## src/rtl/pixel_writeback_pkg.sv

```systemverilog
// Shared definitions for the pixel write-back path: FSM state encodings
// and default widths common with the read-side window address generator.
package pixel_writeback_pkg;

    // One-hot controller states
    typedef enum logic [2:0] {
        WB_IDLE     = 3'b001,
        WB_WRITE    = 3'b010,
        WB_COMPLETE = 3'b100
    } wb_state_e;

    // Widths shared with the read-side addressing logic
    localparam int WB_ADDR_W     = 17;
    localparam int WB_ROW_W      = 11;
    localparam int WB_COL_W      = 11;
    localparam int WB_DATA_W     = 8;
    localparam int WB_FIFO_DEPTH = 4;

endpackage

```

## src/rtl/pixel_writeback_fifo.sv

```systemverilog
// Small skid FIFO for the write-back path, extra-bit pointer full/empty.
// Ports: clk, rst (async active-low), push/din, pop/dout, full, empty.
module writeback_fifo
    import pixel_writeback_pkg::*;
#(
    parameter int dataWidth = WB_DATA_W,
    parameter int fifoDepth = WB_FIFO_DEPTH  // power of 2, >= 2
) (
    input  logic                 clk,
    input  logic                 rst,
    input  logic                 push,
    input  logic [dataWidth-1:0] din,
    input  logic                 pop,
    output logic [dataWidth-1:0] dout,
    output logic                 full,
    output logic                 empty
);

    localparam int PW = $clog2(fifoDepth);

    logic [PW:0]          wr_ptr_q, wr_ptr_d;
    logic [PW:0]          rd_ptr_q, rd_ptr_d;
    logic [dataWidth-1:0] mem_q [fifoDepth];
    logic                 push_ok;
    logic                 pop_ok;

    always_comb begin
        empty    = (wr_ptr_q == rd_ptr_q);
        // Same index, different wrap bit: writer is a full lap ahead
        full     = (wr_ptr_q[PW] != rd_ptr_q[PW]) &&
                   (wr_ptr_q[PW-1:0] == rd_ptr_q[PW-1:0]);
        push_ok  = push && !full;
        pop_ok   = pop && !empty;
        wr_ptr_d = wr_ptr_q + (PW+1)'(push_ok);
        rd_ptr_d = rd_ptr_q + (PW+1)'(pop_ok);
        dout     = mem_q[rd_ptr_q[PW-1:0]];
    end

    always_ff @(posedge clk or negedge rst) begin
        if (!rst) begin
            wr_ptr_q <= '0;
            rd_ptr_q <= '0;
        end else begin
            wr_ptr_q <= wr_ptr_d;
            rd_ptr_q <= rd_ptr_d;
        end
    end

    // Storage needs no reset; pointers define validity
    always_ff @(posedge clk) begin
        if (push_ok) begin
            mem_q[wr_ptr_q[PW-1:0]] <= din;
        end
    end

endmodule

```

## src/rtl/pixel_writeback.sv

```systemverilog
// Buffers raster-order output pixels and writes them to frame memory at
// linear addresses row*colMax+col (built by accumulation, no multiply).
// Ports: clk, rst (async active-low), start/rowMax/colMax frame setup,
// inValid/inReady/inData upstream, wrEn/wrReady/wrAddress/wrData memory,
// busy (writing), done (frame complete, level).
// Macro WB_CLAMP_EN: inData becomes signed dataWidth+2 bits and is
// clamped to [0, 2^dataWidth-1] before entering the FIFO.
module pixel_writeback
    import pixel_writeback_pkg::*;
#(
    parameter int addressBitWidth = WB_ADDR_W,
    parameter int rowBitWidth     = WB_ROW_W,
    parameter int colBitWidth     = WB_COL_W,
    parameter int dataWidth       = WB_DATA_W,
    parameter int fifoDepth       = WB_FIFO_DEPTH
) (
    input  logic                       clk,
    input  logic                       rst,
    input  logic                       start,
    input  logic [rowBitWidth-1:0]     rowMax,
    input  logic [colBitWidth-1:0]     colMax,
    input  logic                       inValid,
`ifdef WB_CLAMP_EN
    input  logic signed [dataWidth+1:0] inData,
`else
    input  logic [dataWidth-1:0]       inData,
`endif
    output logic                       inReady,
    output logic                       wrEn,
    input  logic                       wrReady,
    output logic [addressBitWidth-1:0] wrAddress,
    output logic [dataWidth-1:0]       wrData,
    output logic                       busy,
    output logic                       done
);

    localparam int CNT_W = rowBitWidth + colBitWidth;

    wb_state_e                state_q, state_d;
    logic [rowBitWidth-1:0]   row_max_q, row_max_d;
    logic [colBitWidth-1:0]   col_max_q, col_max_d;
    logic [rowBitWidth-1:0]   row_q, row_d;
    logic [colBitWidth-1:0]   col_q, col_d;
    logic [addressBitWidth-1:0] row_base_q, row_base_d;
    logic [CNT_W-1:0]         accept_count_q, accept_count_d;
    logic [CNT_W-1:0]         total_q, total_d;
    logic                     done_q, done_d;

    logic                     fifo_full;
    logic                     fifo_empty;
    logic                     push;
    logic                     pop;
    logic [dataWidth-1:0]     fifo_din;
    logic                     start_ok;
    logic                     last_col;
    logic                     last_row;

    // Input conditioning
    always_comb begin
        fifo_din = '0;
`ifdef WB_CLAMP_EN
        if (inData[dataWidth+1]) begin
            fifo_din = '0;
        end else if (inData[dataWidth]) begin
            fifo_din = '1;
        end else begin
            fifo_din = inData[dataWidth-1:0];
        end
`else
        fifo_din = inData;
`endif
    end

    writeback_fifo #(
        .dataWidth (dataWidth),
        .fifoDepth (fifoDepth)
    ) u_fifo (
        .clk   (clk),
        .rst   (rst),
        .push  (push),
        .din   (fifo_din),
        .pop   (pop),
        .dout  (wrData),
        .full  (fifo_full),
        .empty (fifo_empty)
    );

    always_comb begin
        start_ok = start && (rowMax != '0) && (colMax != '0);
        inReady  = (state_q == WB_WRITE) && !fifo_full &&
                   (accept_count_q < total_q);
        wrEn     = (state_q == WB_WRITE) && !fifo_empty;
        push     = inValid && inReady;
        pop      = wrEn && wrReady;
        last_col = (col_q == col_max_q - colBitWidth'(1));
        last_row = (row_q == row_max_q - rowBitWidth'(1));
        wrAddress = row_base_q + addressBitWidth'(col_q);
        busy     = (state_q == WB_WRITE);
        done     = done_q;
    end

    always_comb begin
        state_d        = state_q;
        row_max_d      = row_max_q;
        col_max_d      = col_max_q;
        row_d          = row_q;
        col_d          = col_q;
        row_base_d     = row_base_q;
        accept_count_d = accept_count_q;
        total_d        = total_q;
        done_d         = done_q;

        unique case (state_q)
            WB_IDLE, WB_COMPLETE: begin
                if (start_ok) begin
                    state_d        = WB_WRITE;
                    row_max_d      = rowMax;
                    col_max_d      = colMax;
                    row_d          = '0;
                    col_d          = '0;
                    row_base_d     = '0;
                    accept_count_d = '0;
                    // Pixel budget for the push gate, computed once per frame
                    total_d        = CNT_W'(rowMax) * CNT_W'(colMax);
                    done_d         = 1'b0;
                end
            end
            WB_WRITE: begin
                if (push) begin
                    accept_count_d = accept_count_q + CNT_W'(1);
                end
                if (pop) begin
                    if (last_col) begin
                        col_d      = '0;
                        row_d      = row_q + rowBitWidth'(1);
                        row_base_d = row_base_q +
                                     addressBitWidth'(col_max_q);
                    end else begin
                        col_d = col_q + colBitWidth'(1);
                    end
                    if (last_row && last_col) begin
                        state_d = WB_COMPLETE;
                        done_d  = 1'b1;
                    end
                end
            end
            default: begin
                state_d = WB_IDLE;
            end
        endcase
    end

    always_ff @(posedge clk or negedge rst) begin
        if (!rst) begin
            state_q        <= WB_IDLE;
            row_max_q      <= '0;
            col_max_q      <= '0;
            row_q          <= '0;
            col_q          <= '0;
            row_base_q     <= '0;
            accept_count_q <= '0;
            total_q        <= '0;
            done_q         <= 1'b0;
        end else begin
            state_q        <= state_d;
            row_max_q      <= row_max_d;
            col_max_q      <= col_max_d;
            row_q          <= row_d;
            col_q          <= col_d;
            row_base_q     <= row_base_d;
            accept_count_q <= accept_count_d;
            total_q        <= total_d;
            done_q         <= done_d;
        end
    end

endmodule

```

## config.mk

```make
export PLATFORM = sky130hd
export DESIGN_NAME = pixel_writeback
export DESIGN_NICKNAME = d
export VERILOG_FILES = /design/src/rtl/pixel_writeback_pkg.sv /design/src/rtl/pixel_writeback_fifo.sv /design/src/rtl/pixel_writeback.sv
export SDC_FILE = /design/constraint.sdc
export NUM_CORES = 1
export LEC_CHECK = 0
export ABC_AREA = 1
export CORE_MARGIN = 5
export CORE_UTILIZATION = 30
export DETAILED_ROUTE_END_ITERATION = 16
export GPL_TIMING_DRIVEN = 0
export PLACE_DENSITY_LB_ADDON = 0.05
export SKIP_CTS_REPAIR_TIMING = 1
export SLEW_MARGIN = 20
export SYNTH_ARGS = -nofsm -noshare
export SYNTH_HDL_FRONTEND = slang
export SYNTH_SLANG_ARGS = --single-unit
```

## constraint.sdc

```tcl
create_clock -name clk -period 3.65 [get_ports clk]
set_clock_uncertainty 0.05 [all_clocks]
set_input_delay 0.9125 -clock clk [delete_from_list [all_inputs] [get_ports clk]]
set_output_delay 0.9125 -clock clk [all_outputs]
set_load 0.02 [all_outputs]
```

==> run_results.csv <==
group,metric,value,unit
min_path,hp-class,"in -> async",
timing,drv_slew,0,
clock_tree,cts_tree,"yes",
timing,period_minus_slack,4.89,ns
global_route,antenna_found_initial,0,
timing,setup_viol,17,
route,firstDrtPassIters,6,
global_route,first_global_vias,11600,
pwr,leakage,8.71,nW
pwr,p_total,13.0,mW
final_layout,finalCoreUtilization,38.7,%
placement,hpwl,32700,microns
run_status,failed_checks,"negative setup slack",
die,dieArea,49600,sq um
final_layout,multi_input_area,9070,sq um
clock_tree,htree_levels,4,
worst_setup_path,critPathMaxFanout,7,
final_layout,stdcell_count,2539,
global_route,gr-total-overflow,0,
die,rows,78,
route,drt_wl_total,42100,microns
final_layout,syn2layout_area_growth,28.5,%
die,ios,64,
worst_setup_path,path_cells,"buf_12 -> clkbuf_16 -> nand2_4 -> inv_2 -> fa_1 -> fa_1 -> fa_1 -> fa_1 -> inv_1 -> fa_1 -> inv_2 -> ha_4 -> nand2_4 -> nor4_4 -> a21oi_2 -> o21ai_1 -> xor2_1 -> nand2_1 -> nand2_1",
yosys,syn_area_per_cell,7.64,sq um
worst_setup_path,crit_path_top_delay_cell,"fa_1",
timing,max_freq,205,MHz
yosys,yosysTopAreaCellShare,21.0,%
yosys,yosysUniqueCellTypes,52,
route,wl_per_cell,16.6,microns
worst_setup_path,slowest_delay,0.60,ns
clock_tree,cts_buffers,17,
final_layout,layout.nets,2155,
clock_tree,clkSlewWorstSetupHoldPaths,0.07,ns
worst_setup_path,required,3.99,ns
clock_tree,clock_sinks,147,
die,coreArea,45100,sq um
clock_tree,ctsRootBufferMaster,"clkbuf_16",
pwr,powerDensity,746,nW/um^2
placement,port_buffers,63,
worst_setup_path,timing.critical_path.from,"colMax[8]",
worst_setup_path,crit_arrival,5.23,ns
run,max-cap-violations,0,
timing,slew_headroom,41.2,%
final_layout,drive_gt1_share,19.1,%
timing,setup_ws,-1.24,ns
yosys,synthTopCellsByArea,"dfrtp_1 21%, nand2_1 13%, fa_1 12%, ha_1 10%, inv_1 8.2%",
pwr,vdd_drop_max,441,uV
yosys,yosysSeqAreaShare,28.3,%
global_route,grt_max_degree,76,
die,die_x,223,microns
final_layout,antenna_cells,0,
worst_setup_path,timing.rr.start,"accept_count_q[1]",
worst_setup_path,start_kind,"input pin",
die,initial_core_util,30.1,%
worst_setup_path,setup.worst_path.class,"in -> reg",
route,vias,11700,
yosys,synth_cells,1776,
final_layout,final-seq-area,3840,sq um
yosys,synthesis.nets,2005,
yosys,synth_area,13600,sq um
route,post_drt_via_cell_ratio,4.62,
die,die_h,223,microns
run_status,run_status,"finished, violations left",
yosys,ys_ff_latch,147,
route,drt_iter0_drc,569,
placement,dp.cells,2441,
timing,period_share,134,%
yosys,synth_top_cell_by_area,"dfrtp_1",
worst_setup_path,critPathMostFrequentCell,"fa_1",
route,antenna_left,0,
global_route,grt_pass1_wl,65400,microns
placement,gp_congestion,0.865,
yosys,yosys_warnings,0,
worst_setup_path,end_kind,"flip-flop",
timing,tightest_slew,0.882,ns
timing,rsz0062_at_grt,"true",
timing,hold_viol_final,0,
global_route,grt_use_total,16.7,%
clock_tree,cts_max_path_buffers,2,
final_layout,fillers,4686,
route,drc_errors,0,
clock_tree,clk_latency,0.45,ns
cell usage after synthesis (all sizes together):
cell,instances
a211oi,2
a21boi,5
a21o,4
a21oi,50
a221oi,1
a22oi,1
a31oi,7
a32oi,1
and2,2
and3,1
buf,20
clkbuf,34
clkinv,1
dfrtp,114
dfstp,1
edfxtp,32
fa,82
ha,112
inv,302
nand2,468
nand3,126
nand3b,4
nand4,16
nor2,144
nor3,24
nor4,8
o2111ai,1
o211ai,3
o21a,1
o21ai,106
o21bai,3
o22ai,9
or2,8
or3,1
xnor2,23
xnor3,1
xor2,58
per-layer routing:
layer | wire, microns | global-route usage (%)
met1 | 19900 | 22.4
met2 | 20500 | 28.4
met3 | 811 | 2.19
met4 | 833 | 4.74
met5 | 0 | 0
logic make-up (layout without fill, tap and decap cells):
logic type / after synthesis / after routing / synth area share [%]
AO/OA/AOI/OAI: 194 / 194 / 8.07
XOR/XNOR: 82 / 82 / 5.39
adder cells (fa/ha/maj): 194 / 194 / 22.4
buffers and inverters: 357 / 520 / 10.6
flip-flops: 147 / 147 / 28.3
AND/OR/NAND/NOR: 802 / 802 / 25.3
cells in the final DEF, fill, tap and decap left out, drive strengths merged, types with 2 or more instances in the layout:
| cell type | instances |
|---|---|
| a211oi | 2 |
| a21boi | 5 |
| a21o | 4 |
| a21oi | 50 |
| a31oi | 7 |
| and2 | 2 |
| buf | 117 |
| bufinv | 2 |
| clkbuf | 48 |
| clkdlybuf4s50 | 26 |
| clkinv | 5 |
| dfrtp | 114 |
| dlymetal6s2s | 11 |
| edfxtp | 32 |
| fa | 82 |
| ha | 112 |
| inv | 311 |
| nand2 | 468 |
| nand3 | 126 |
| nand3b | 4 |
| nand4 | 16 |
| nor2 | 144 |
| nor3 | 24 |
| nor4 | 8 |
| o211ai | 3 |
| o21ai | 106 |
| o21bai | 3 |
| o22ai | 9 |
| or2 | 8 |
| xnor2 | 23 |
| xor2 | 58 |
final timing paths:
kind                                 endpoint  slack, ns  cells after the start
setup / recovery                  total_q[17]      -1.24                     19
hold / removal                  row_base_q[2]       0.29                      1
setup reg to reg           u_fifo.mem_q[3][3]       0.63                      9
min in group clk                  total_q[14]       0.44                      2
max in group asynchronous   accept_count_q[9]       2.55                      2
hold reg to reg                   total_q[14]       0.44                      2
sequential cells by signal (all words and copies together) (netlist names):
register	count
u_fifo.mem_q	32
accept_count_q	22
total_q	22
row_base_q	17
col_max_q	11
col_q	11
row_max_q	11
row_q	11
state_q	3
u_fifo.rd_ptr_q	3
u_fifo.wr_ptr_q	3
done	1
stage by stage:
step	TNS (ns)	worst slack, ns	hold slack [ns]	area (sq um)
5_1_grt	-18.09	-1.38	0.304	17400
4_1_cts	-30.89	-1.91	0.287	16200
3_3_place_gp	-466.48	-3.75	0.421	15600
3_5_place_dp	-37.77	-2.38	0.424	15600
6_report	-16.03	-1.24	0.290	17400
2_1_floorplan	-16.22	-1.22	0.398	14200
power breakdown:
| group | switching, mW | internal [mW] |
|---|---|---|
| clock | 0.846 | 1.04 |
| sequential | 0.343 | 2.06 |
| combinational | 5.07 | 3.65 |
final cells by class:
cell class              instances  area share, %
clock inverters                15           1.09
flip-flops and latches        147           22.0
well taps                     600           4.30
inverters                     303           6.59
clock buffers                  17           2.44
multi-input cells            1272           52.0
plain buffers                  53           3.39
repair buffers                132           8.16
worst max-delay path: cells and delay by family:
kind | cells | cell delay (ns)
xor gates and xnor gates | 1 | 0.22
and+or+nand+nor | 5 | 0.61
AOI/OAI and AO/OA | 2 | 0.26
adders and majority gates | 6 | 2.83
buffers and inverters | 5 | 0.39
Power figures use the tool's default switching activity.
